$ cat src/rtl/instr_fetch.sv
// Instruction fetch: PC, one outstanding imem read and a small {word, pc} FIFO feeding control.
// Optional FETCH_HALT_EN: fetching stops when the 32'hFC00_0000 sentinel word returns.

module instr_fetch #(
  parameter int ADDR_W   = 32'd8,
  parameter int RESET_PC = 32'd0,
  parameter int DEPTH    = 32'd2
) (
  input  logic                   clk,
  input  logic                   rst_n,
  input  logic                   en,
  input  logic                   flush,
  input  logic [ADDR_W-1:0]      flush_pc,
  output logic                   imem_rd,
  output logic [ADDR_W-1:0]      imem_addr,
  input  logic [31:0]            imem_data,
  output logic [31:0]            instr,
  output logic [ADDR_W-1:0]      instr_pc,
  output logic                   instr_valid,
  input  logic                   instr_ready,
  output logic [$clog2(DEPTH):0] fifo_level,
  output logic                   halted
);

  localparam int PTR_W = $clog2(DEPTH);
  localparam logic [ADDR_W-1:0] RESET_PC_V = ADDR_W'(RESET_PC);
  localparam logic [ADDR_W-1:0] PC_ZERO    = ADDR_W'(1'b0);
  localparam logic [ADDR_W-1:0] PC_ONE     = ADDR_W'(1'b1);
  localparam logic [PTR_W-1:0]  PTR_ZERO   = PTR_W'(1'b0);
  localparam logic [PTR_W-1:0]  PTR_ONE    = PTR_W'(1'b1);
  localparam logic [PTR_W:0]    LVL_ZERO   = (PTR_W+1)'(1'b0);
  localparam logic [PTR_W:0]    LVL_ONE    = (PTR_W+1)'(1'b1);
  localparam logic [PTR_W+1:0]  DEPTH_V    = (PTR_W+2)'(DEPTH);

  logic [ADDR_W-1:0] pc_r;
  logic [ADDR_W-1:0] pend_pc_r;
  logic              pend_r;
  logic [31:0]       word_mem_r [DEPTH];
  logic [ADDR_W-1:0] pc_mem_r   [DEPTH];
  logic [PTR_W-1:0]  wr_ptr_r;
  logic [PTR_W-1:0]  rd_ptr_r;
  logic [PTR_W:0]    level_r;
  logic [PTR_W+1:0]  credit_s;
  logic              valid_s;
  logic              pop_s;
  logic              push_s;
  logic              issue_s;
  logic              halted_s;

`ifdef FETCH_HALT_EN
  localparam logic [31:0] SENTINEL = 32'hFC00_0000;

  function automatic logic is_sentinel(input logic [31:0] word);
    return word == SENTINEL;
  endfunction

  logic halted_r;
  logic resp_ok_s;
  logic halt_set_s;

  assign halted_s = halted_r;

  // Response routing: the sentinel sets halt instead of entering the FIFO
  always_comb begin
    resp_ok_s  = pend_r && !flush && !halted_r;
    push_s     = resp_ok_s && !is_sentinel(imem_data);
    halt_set_s = resp_ok_s && is_sentinel(imem_data);
  end

  // Halt flag, cleared only by flush or reset
  always_ff @(posedge clk or negedge rst_n) begin
    if (!rst_n) begin
      halted_r <= 1'b0;
    end else if (flush) begin
      halted_r <= 1'b0;
    end else if (halt_set_s) begin
      halted_r <= 1'b1;
    end
  end
`else
  assign halted_s = 1'b0;

  // Every response not cancelled by a flush enters the FIFO
  always_comb begin
    push_s = pend_r && !flush;
  end
`endif

  // Handshake and credit-based issue; a flush masks valid so no pop can happen
  always_comb begin
    valid_s  = (level_r != LVL_ZERO) && !flush;
    pop_s    = valid_s && instr_ready;
    credit_s = {1'b0, level_r} + (PTR_W+2)'(pend_r) - (PTR_W+2)'(pop_s);
    issue_s  = en && !flush && !halted_s && (credit_s < DEPTH_V);
  end

  assign imem_rd     = issue_s;
  assign imem_addr   = pc_r;
  assign instr       = word_mem_r[rd_ptr_r];
  assign instr_pc    = pc_mem_r[rd_ptr_r];
  assign instr_valid = valid_s;
  assign fifo_level  = level_r;
  assign halted      = halted_s;

  // PC and the single outstanding-read tracker
  always_ff @(posedge clk or negedge rst_n) begin
    if (!rst_n) begin
      pc_r      <= RESET_PC_V;
      pend_r    <= 1'b0;
      pend_pc_r <= PC_ZERO;
    end else if (flush) begin
      pc_r      <= flush_pc;
      pend_r    <= 1'b0;
      pend_pc_r <= pend_pc_r;
    end else begin
      pend_r <= issue_s;
      if (issue_s) begin
        pend_pc_r <= pc_r;
        pc_r      <= pc_r + PC_ONE;
      end
    end
  end

  // FIFO pointers and occupancy
  always_ff @(posedge clk or negedge rst_n) begin
    if (!rst_n) begin
      wr_ptr_r <= PTR_ZERO;
      rd_ptr_r <= PTR_ZERO;
      level_r  <= LVL_ZERO;
    end else if (flush) begin
      wr_ptr_r <= PTR_ZERO;
      rd_ptr_r <= PTR_ZERO;
      level_r  <= LVL_ZERO;
    end else begin
      if (push_s) begin
        wr_ptr_r <= wr_ptr_r + PTR_ONE;
      end
      if (pop_s) begin
        rd_ptr_r <= rd_ptr_r + PTR_ONE;
      end
      case ({push_s, pop_s})
        2'b10:   level_r <= level_r + LVL_ONE;
        2'b01:   level_r <= level_r - LVL_ONE;
        default: level_r <= level_r;
      endcase
    end
  end

  // FIFO storage of {word, pc}
  always_ff @(posedge clk or negedge rst_n) begin
    if (!rst_n) begin
      for (int i = 0; i < DEPTH; i++) begin
        word_mem_r[i] <= 32'h0;
        pc_mem_r[i]   <= PC_ZERO;
      end
    end else if (push_s) begin
      word_mem_r[wr_ptr_r] <= imem_data;
      pc_mem_r[wr_ptr_r]   <= pend_pc_r;
    end
  end

endmodule

$ cat config.mk
export PLATFORM = sky130hd
export DESIGN_NAME = instr_fetch
export DESIGN_NICKNAME = d
export VERILOG_FILES = /design/src/rtl/instr_fetch.sv
export SDC_FILE = /design/constraint.sdc
export NUM_CORES = 1
export LEC_CHECK = 0
export ABC_AREA = 1
export CAP_MARGIN = 40
export CORE_ASPECT_RATIO = 1.4
export CORE_MARGIN = 5
export CORE_UTILIZATION = 55
export CTS_BUF_LIST = sky130_fd_sc_hd__clkbuf_8 sky130_fd_sc_hd__clkbuf_16
export CTS_CLUSTER_SIZE = 8
export DETAILED_ROUTE_END_ITERATION = 10
export PLACE_DENSITY = 0.85
export SYNTH_ARGS = -nofsm -noshare
export SYNTH_HDL_FRONTEND = slang
export SYNTH_SLANG_ARGS = --single-unit
$ cat constraint.sdc
create_clock -name clk -period 5.86 [get_ports clk]
set_input_delay 1.172 -clock clk [delete_from_list [all_inputs] [get_ports clk]]
set_output_delay 1.172 -clock clk [all_outputs]
set_load 0.05 [all_outputs]
* Yosys cells after proc, flatten, opt, wreduce, memory -nomap -nowiden
Index checks and enable logic that the tools add are counted.
** Word-level totals
- Bits in registers :: 101
- Latch bits :: 0
- Memory bits (writable) :: 0
- ROM bits :: 0
- Output and inout bits :: 53
- Logic and storage cells :: 60
- Memories :: 0
** Operators by class
- $add $sub $neg :: 7
- Multiply operators :: 0
- Divide/modulo/power cells :: 0
- Magnitude comparators :: 4
- Eq/ne operators :: 2
- Shifts and indexed selects :: 0
- Muxes and demuxes :: 21
- Bitwise logic cells :: 3
- Reductions and logical operators :: 13
** Operators with widths (count)
- 32-bit two-way mux :: 4
- 64-bit bitwise mux :: 1
- 8-bit two-way mux :: 6
- 32-bit demux with 1-bit select :: 1
- 16-bit bitwise mux :: 1
- 8-bit by 1-bit adder with 8-bit output, second input constant :: 1
- 8-bit demux with 1-bit select :: 1
- 2-bit nonzero test :: 4
- 1-bit logical AND :: 6
- 1-bit two-way mux :: 5
- 2-bit >= comparator, second input constant :: 2
- 1-bit NOT with 2-bit output :: 2
- 2-bit case mux with 2 select lines :: 1
- 2-bit by 1-bit adder with 3-bit output :: 1
- 3-bit by 2-bit less-than comparator with 1-bit output, second input constant :: 1
- 3-bit nonzero test :: 1
- 3-bit by 1-bit subtractor with 3-bit output :: 1
- 1-bit adder, second input constant :: 2
- 2-bit by 1-bit adder with 2-bit output, second input constant :: 1
- 2-bit by 1-bit equality test with 1-bit output, second input constant :: 1
- 2-bit equality test, second input constant :: 1
- 2-bit by 1-bit less-than comparator with 1-bit output, second input constant :: 1
- 2-bit two-way mux :: 1
- 2-bit AND reduction :: 1
- other kinds (3) :: 3

* Longest topological paths before layout
Gate-level depths: netlist of the first run.
- Depth after elaboration :: 8
- Mapped depth :: 14
- Depth with buffers taken out :: 14

* Worst setup path before layout of the first run
OpenSTA, ideal clock, no wires.
- Path type :: input -> output
- Start point :: input port flush
- End point :: output port imem_rd
- Data arrival time :: 3.090 ns
- Slack :: 1.598 ns
- Stages :: 10
- Cells stage by stage :: inv_2 buf_4 nand3_2 inv_1 ha_1 or2_2 fa_1 nand3_4 nor2_8 buf_12
** On the way
- Word-level cells in the longest chain between the ends :: 6
- Elaborated cells on any way between the ends :: 7
- Those cells by class :: 1 x add/sub; 1 x order compare; 5 x reduce/logical
** RTL lines
- start: declaration :: line 12 : input logic flush,
- 1-bit logical NOT * :: line 91, 94
- 1-bit logical AND :: line 91 : valid_s = (level_r != LVL_ZERO) && !flush;
- 1-bit logical AND :: line 92 : pop_s = valid_s && instr_ready;
- 3-bit by 1-bit subtractor with 3-bit output :: line 93 : credit_s = {1'b0, level_r} + (PTR_W+2)'(pend_r) - (PTR_W+2)'(pop_s);
- 3-bit by 2-bit less-than comparator with 1-bit output :: line 94 : issue_s = en && !flush && !halted_s && (credit_s < DEPTH_V);
- 1-bit logical AND * :: line 94
- end: declaration :: line 14 : output logic imem_rd,
Every way passes the cells marked *; elsewhere a longest branch is shown, timed or not.

* Final worst setup path of the first run
Same ends and word-level chain as after synthesis.

==> results.json, run 1 <==
{
  "outcome": "complete, no violations",
  "synth.most_common_cell": "nand2_1",
  "gr-usage-met3_pct": 3.62,
  "fin_area_sq_um": 5990,
  "postSynthRegisterBits": 101,
  "yosysTopAreaCell": "dfrtp_1",
  "die_width_um": 87.7,
  "crit_path_max_incr_delay_ns": 0.73,
  "critical_path.top_delay_family": "buffers and inverters",
  "placed_cells": 666,
  "final_layout_size_suffix_gt1_share_pct": 15.3,
  "hold_fix_buffers_cts": 0,
  "synth_cells": 488,
  "timing.final.crit_period_ns": 5.10,
  "drt.antenna.violating_nets": 0,
  "worst_hold_slack_ns": 0.485,
  "areaGrowthSynthToFinish_pct": 28.9,
  "clock.fmax_mhz": 196,
  "met2_track_demand_over_resource_in_global_routing_pct": 34.2,
  "die_area_sq_um": 10400,
  "critical-path-slowest-cell": "clkdlybuf4s50_1",
  "worst_setup_path_start_kind": "input pin",
  "clkSinkCount": 101,
  "drc": 0,
  "synth_cell_type_count": 27,
  "crit_required_ns": 4.69,
  "yosysSeqAreaShare_pct": 54.4,
  "relSlewSlack_pct": 56.4,
  "postRouteWirelength_mm": 9.86,
  "grtUsageMet1_pct": 25.7,
  "dp_worst_setup_slack_ns": 0.760,
  "vias_in_the_first_global_route": 3696,
  "finalSetupViolCount": 0,
  "place_congestion": 0.836,
  "height_of_the_chip_um": 119,
  "netlist_top_cells_count": "124 x nand2_1, 101 x dfrtp_1, 75 x o21ai_0",
  "tritoncts": "built",
  "clock_latency_ns": 0.33,
  "antenna_found_initial": 0,
  "crit_chain": "clkdlybuf4s50_1 -> inv_2 -> nand3_2 -> inv_1 -> ha_1 -> or2_2 -> fa_1 -> nand3_4 -> nor2_8 -> buf_12",
  "endpoint_kind": "output pin",
  "synthesis.area_per_instance_sq_um": 9.51,
  "number_of_synthesized_flops_with_an_enable_pin": 0,
  "rsz_0062_raised_after_global_routing": "no",
  "totalNegativeSetupSlack_ns": 0,
  "postLayoutCoreUtil_pct": 73.0,
  "layout_setup_ws_ns": 0.757,
  "track_usage_pct": 20.4,
  "placement.cell_area_sq_um": 5660,
  "post-cts-setup-buffer-count": 0,
  "antennaDiodeCount": 0,
  "clock_tree.buffer_depth": 2,
  "hold_class": "flop to flop",
  "total_power_mw": 3.59,
  "criticalPathCategory": "input pin to output pin",
  "vias_per_cell": 5.24,
  "detail_route.first_pass.iterations": 4,
  "placeableCoreArea_sq_um": 8200,
  "timing.clock.skew_ns": 0.00624,
  "maxCapViolCount": 0,
  "synth.net_count": 536,
  "grt_first_pass_wirelength_mm": 17.2,
  "cts_root_buffer": "clkbuf_16",
  "leakage_nw": 2.86,
  "core.rowCount": 39,
  "power.density_cell_area_nw_per_um2": 599,
  "cts-buffers-inserted": 9,
  "grt_max_degree": 46,
  "report.final.slew_viol_count": 0,
  "drt-initial-drc-count": 172,
  "worstMarginPinSlew_ns": 0.653,
  "dp_hpwl_mm": 6.92,
  "io_buffer_count": 96,
  "dr_total_vias": 3572,
  "initial_utilization_pct": 56.6,
  "post_synth_instance_area_sq_um": 4640,
  "globalRouteOverflowTotal": 0,
  "ys.flop_type": "dfrtp_1",
  "crit_arrival_ns": 3.93,
  "peakVddDrop_mv": 0.359,
  "instances_no_fill": 682,
  "top_usage_layer": "met2",
  "layout_worst_path_cycle_share_pct": 87.1,
  "drt-wirelength-per-cell_um": 14.5,
  "ys.warnings.count": 0,
  "io_pins": 98,
  "crit_buf_inv": 4,
  "synthDominantCellAreaShare_pct": 54.4,
  "clk_transition_reported_paths_ns": 0.06,
  "finish.net_count": 623,
  "htree_levels": 3,
  "post_cts.resized_instances": 0,
  "asyncSetResetFlopFracSynth_pct": 100,
  "timing_hold_violations_final": 0,
  "synth.area.top_cells": "dfrtp_1 54%, nand2_1 10%, mux2_2 9.7%",
  "critical_path.max_fanout": 13
}
[cell usage in the layout, fill, tap and decap left out, types with 2 or more instances in the layout]
master	synthesis	layout
o21ai_0	75	75
inv_1	53	54
dfrtp_1	101	100
inv_2	2	2
nand3_1	22	22
mux2_2	40	40
buf_4	2	5
bufinv_16	0	2
or2_2	2	2
nor2_1	7	7
clkbuf_16	0	9
nand2_1	124	124
ha_1	2	2
o21ai_2	7	7
nand3_2	8	8
clkbuf_8	0	2
o21ai_1	9	9
buf_12	1	3
clkinv_2	0	2
clkdlybuf4s50_1	0	94
nand2_2	3	3
[final timing paths]
check,start,slack [ns],to,cells past startpoint
setup / recovery,flush,0.76,imem_rd,10
hold / removal,word_mem_r[8],0.48,word_mem_r[8],2
setup reg to reg,fifo_level[1],2.87,imem_addr[4],13
hold reg to reg,word_mem_r[8],0.48,word_mem_r[8],2
max in group asynchronous,rst_n,4.12,rd_ptr_r,3
min in group asynchronous,rst_n,0.74,word_mem_r[46],1
[final cells by class]
class	instances	area, sq um
sequential	101	2530
tap	102	128
timing repair buffer	102	1040
fill	593	2210
clock inverter	5	73.8
multi-input combinational	306	1760
clock buffer	11	253
inverter	55	206
[flip-flops by register name, summed over array words and instances, names as in the netlist]
signal and count:
rd_ptr_r 1, imem_addr 8, pend_r 1, word_mem_r 64, fifo_level 2, wr_ptr_r 1, pend_pc_r 8, pc_mem_r 16
[logic make-up (layout without fill, tap and decap cells)]
| logic type | after synthesis | after routing | share of synthesized area (%) |
|---|---|---|---|
| xor gates and xnor gates | 1 | 1 | 0.189 |
| and+or+nand+nor | 170 | 170 | 16.5 |
| adders and majority gates | 3 | 3 | 0.970 |
| DFF | 101 | 101 | 54.4 |
| buffers and inverters | 81 | 173 | 7.71 |
| muxes | 40 | 40 | 9.70 |
| AOI/OAI and AO/OA | 91 | 91 | 10.4 |
| other | 1 | 1 | 0.0808 |
[per-layer routing]
| metal | wire length [um] | share of wire (%) |
|---|---|---|
| met4 | 180 | 1.8 |
| met5 | 0 | 0 |
| met1 | 4030 | 41 |
| met3 | 454 | 4.6 |
| met2 | 5190 | 53 |
[worst reg2reg max path, stage by stage, from the launching register on]
cell and delay (ns):
dfrtp_1 0.49, inv_2 0.07, nand2_1 0.15, nand3_2 0.13
inv_1 0.08, ha_1 0.21, or2_2 0.31, fa_1 0.56
nand3_4 0.12, nor2_8 0.18, buf_4 0.29, nor2_1 0.13
nand2_1 0.10, nand3_2 0.06
[where the power goes]
part	internal [mW]	leakage (nW)	switching [mW]
clock	0.394	0.167	0.237
combinational	0.660	1.38	1.12
sequential	0.999	1.31	0.180
No activity file was read; power rests on OpenSTA's default activity.
==> inputs of run 2 (changes only) <==
--- a/config.mk
+++ b/config.mk
@@ -13,7 +13,7 @@
 export CTS_BUF_LIST = sky130_fd_sc_hd__clkbuf_8 sky130_fd_sc_hd__clkbuf_16
 export CTS_CLUSTER_SIZE = 8
 export DETAILED_ROUTE_END_ITERATION = 10
-export PLACE_DENSITY = 0.85
+export PLACE_DENSITY_LB_ADDON = 0.15
 export SYNTH_ARGS = -nofsm -noshare
 export SYNTH_HDL_FRONTEND = slang
 export SYNTH_SLANG_ARGS = --single-unit
==> results.json, run 2 (synthesis gave the netlist of run 1 again) <==
{
  "tritoncts": "built",
  "crit_arrival_ns": 3.85,
  "total_power_mw": 3.60,
  "post_cts.resized_instances": 0,
  "place_congestion": 0.807,
  "dr_total_vias": 3505,
  "critical_path.max_fanout": 13,
  "min_to": "word_mem_r[0]",
  "placeableCoreArea_sq_um": 8200,
  "most_frequent_cells_in_the_layout": "124 x nand2_1, 100 x dfrtp_1, 94 x clkdlybuf4s50_1",
  "criticalPathCategory": "input pin to output pin",
  "core.rowCount": 39,
  "die_area_sq_um": 10400,
  "final_layout_size_suffix_gt1_share_pct": 15.4,
  "drt.antenna.violating_nets": 0,
  "antenna_found_initial": 0,
  "timing.clock.skew_ns": 0.00582,
  "largest_register_ffs": 64,
  "num-fill-cells": 631,
  "grt_max_degree": 82,
  "worstMarginPinSlew_ns": 0.712,
  "max_flop_register": "word_mem_r",
  "vias_in_the_first_global_route": 3535,
  "finalSetupViolCount": 0,
  "clock.fmax_mhz": 199,
  "detail_route.first_pass.iterations": 4,
  "timing.final.crit_period_ns": 5.02,
  "areaGrowthSynthToFinish_pct": 28.9,
  "clkSinkCount": 101,
  "ff_latch_area_sq_um": 2530,
  "cts-buffers-inserted": 9,
  "rr_startpoint": "fifo_level[1]",
  "leakage_nw": 2.86,
  "crit_required_ns": 4.69,
  "dp_hpwl_mm": 6.63,
  "hold_class": "flop to flop",
  "io_buffer_count": 96,
  "initial_utilization_pct": 56.6,
  "power.density_cell_area_nw_per_um2": 602,
  "globalRouteOverflowTotal": 0,
  "die_width_um": 87.7,
  "drt-wirelength-per-cell_um": 14.2,
  "htree_levels": 3,
  "clk_transition_reported_paths_ns": 0.06,
  "clock_tree.buffer_depth": 2,
  "vias_per_cell": 5.15,
  "grt_first_pass_wirelength_mm": 16.5,
  "largestRegisters": "word_mem_r (64), pc_mem_r (16)",
  "final_common_cell": "nand2_1",
  "maxCapViolCount": 0,
  "holdCritStartpoint": "word_mem_r[0]",
  "peakVddDrop_mv": 0.346,
  "drc": 0,
  "layout_worst_path_cycle_share_pct": 85.6,
  "worst_setup_path_start_kind": "input pin",
  "post-cts-setup-buffer-count": 0,
  "cts_root_buffer": "clkbuf_16",
  "postRouteWirelength_mm": 9.66,
  "clock_latency_ns": 0.34,
  "antennaDiodeCount": 0,
  "io_pins": 98,
  "hold_path_depth": 2,
  "timing_hold_violations_final": 0,
  "outcome": "complete, no violations",
  "track_usage_pct": 19.7,
  "drt-initial-drc-count": 158,
  "hold_fix_buffers_cts": 0,
  "multiInputGateArea_sq_um": 1760,
  "height_of_the_chip_um": 119,
  "relSlewSlack_pct": 52.5,
  "report.final.slew_viol_count": 0,
  "reg2reg_to": "imem_addr[0]",
  "regToRegSetupSlack_ns": 2.91,
  "endpoint_kind": "output pin",
  "rr_worst_depth": 13,
  "finish.net_count": 622,
  "rsz_0062_raised_after_global_routing": "no",
  "totalNegativeSetupSlack_ns": 0
}
## run 2: report_power, final
part	switching, mW	total, mW	internal [mW]
clock	0.245	0.660	0.415
sequential	0.188	1.19	0.998
combinational	1.10	1.76	0.661
total	1.53	3.60	2.07
## run 2: worst max-delay path, stage by stage
cell             delay (ns)
clkdlybuf4s50_1        0.72
inv_2                  0.22
nand3_2                0.16
inv_1                  0.05
ha_1                   0.25
or2_2                  0.30
fa_1                   0.55
nand3_4                0.12
nor2_8                 0.15
buf_12                 0.14
## run 2: worst max-delay path by stage
stage / start / end / slack, ns / depth (start not counted)
2_1_floorplan: flush / imem_rd / 1.60 / 10
3_3_place_gp: flush / imem_rd / 0.88 / 10
3_5_place_dp: flush / imem_rd / 0.83 / 10
4_1_cts: flush / imem_rd / 0.83 / 10
5_1_grt: flush / imem_rd / 0.68 / 10
6_report: flush / imem_rd / 0.84 / 10
## run 2: cell type report
| class | count | area share (%) |
|---|---|---|
| Clock buffer | 9 | 3.76 |
| Clock inverter | 7 | 1.90 |
| Inverter | 55 | 3.45 |
| Multi-Input combinational cell | 306 | 29.4 |
| Sequential cell | 101 | 42.2 |
| Tap cell | 102 | 2.13 |
| Timing Repair Buffer | 101 | 17.1 |
## run 2: per-stage QoR
step | utilization (%) | setup slack (ns) | instances | hold WS, ns | cell area (sq um)
2_1_floorplan | - | 1.60 | 488 | 0.448 | 4640
3_3_place_gp | 68.5 | 0.883 | 664 | 0.461 | 5620
3_5_place_dp | 68.9 | 0.834 | 665 | 0.470 | 5650
4_1_cts | 73.0 | 0.827 | 681 | 0.486 | 5990
5_1_grt | 73.0 | 0.682 | 681 | 0.510 | 5990
6_report | 73.0 | 0.842 | 681 | 0.480 | 5990
## run 2: metal layers
layer	track usage [%]	routed length, um	up-vias
li1	-	-	1739
met1	24.8	4140	1676
met4	5.66	122	0
met5	0	0	-
met3	4.80	488	8
met2	33.2	4910	82
==> inputs of run 3 (changes only) <==
--- a/config.mk
+++ b/config.mk
@@ -14,6 +14,7 @@
 export CTS_CLUSTER_SIZE = 8
 export DETAILED_ROUTE_END_ITERATION = 10
 export PLACE_DENSITY_LB_ADDON = 0.15
+export SLEW_MARGIN = 20
 export SYNTH_ARGS = -nofsm -noshare
 export SYNTH_HDL_FRONTEND = slang
 export SYNTH_SLANG_ARGS = --single-unit
==> results of run 3 <==
No change in the layout: final DEF, timing and power equal those of run 2.
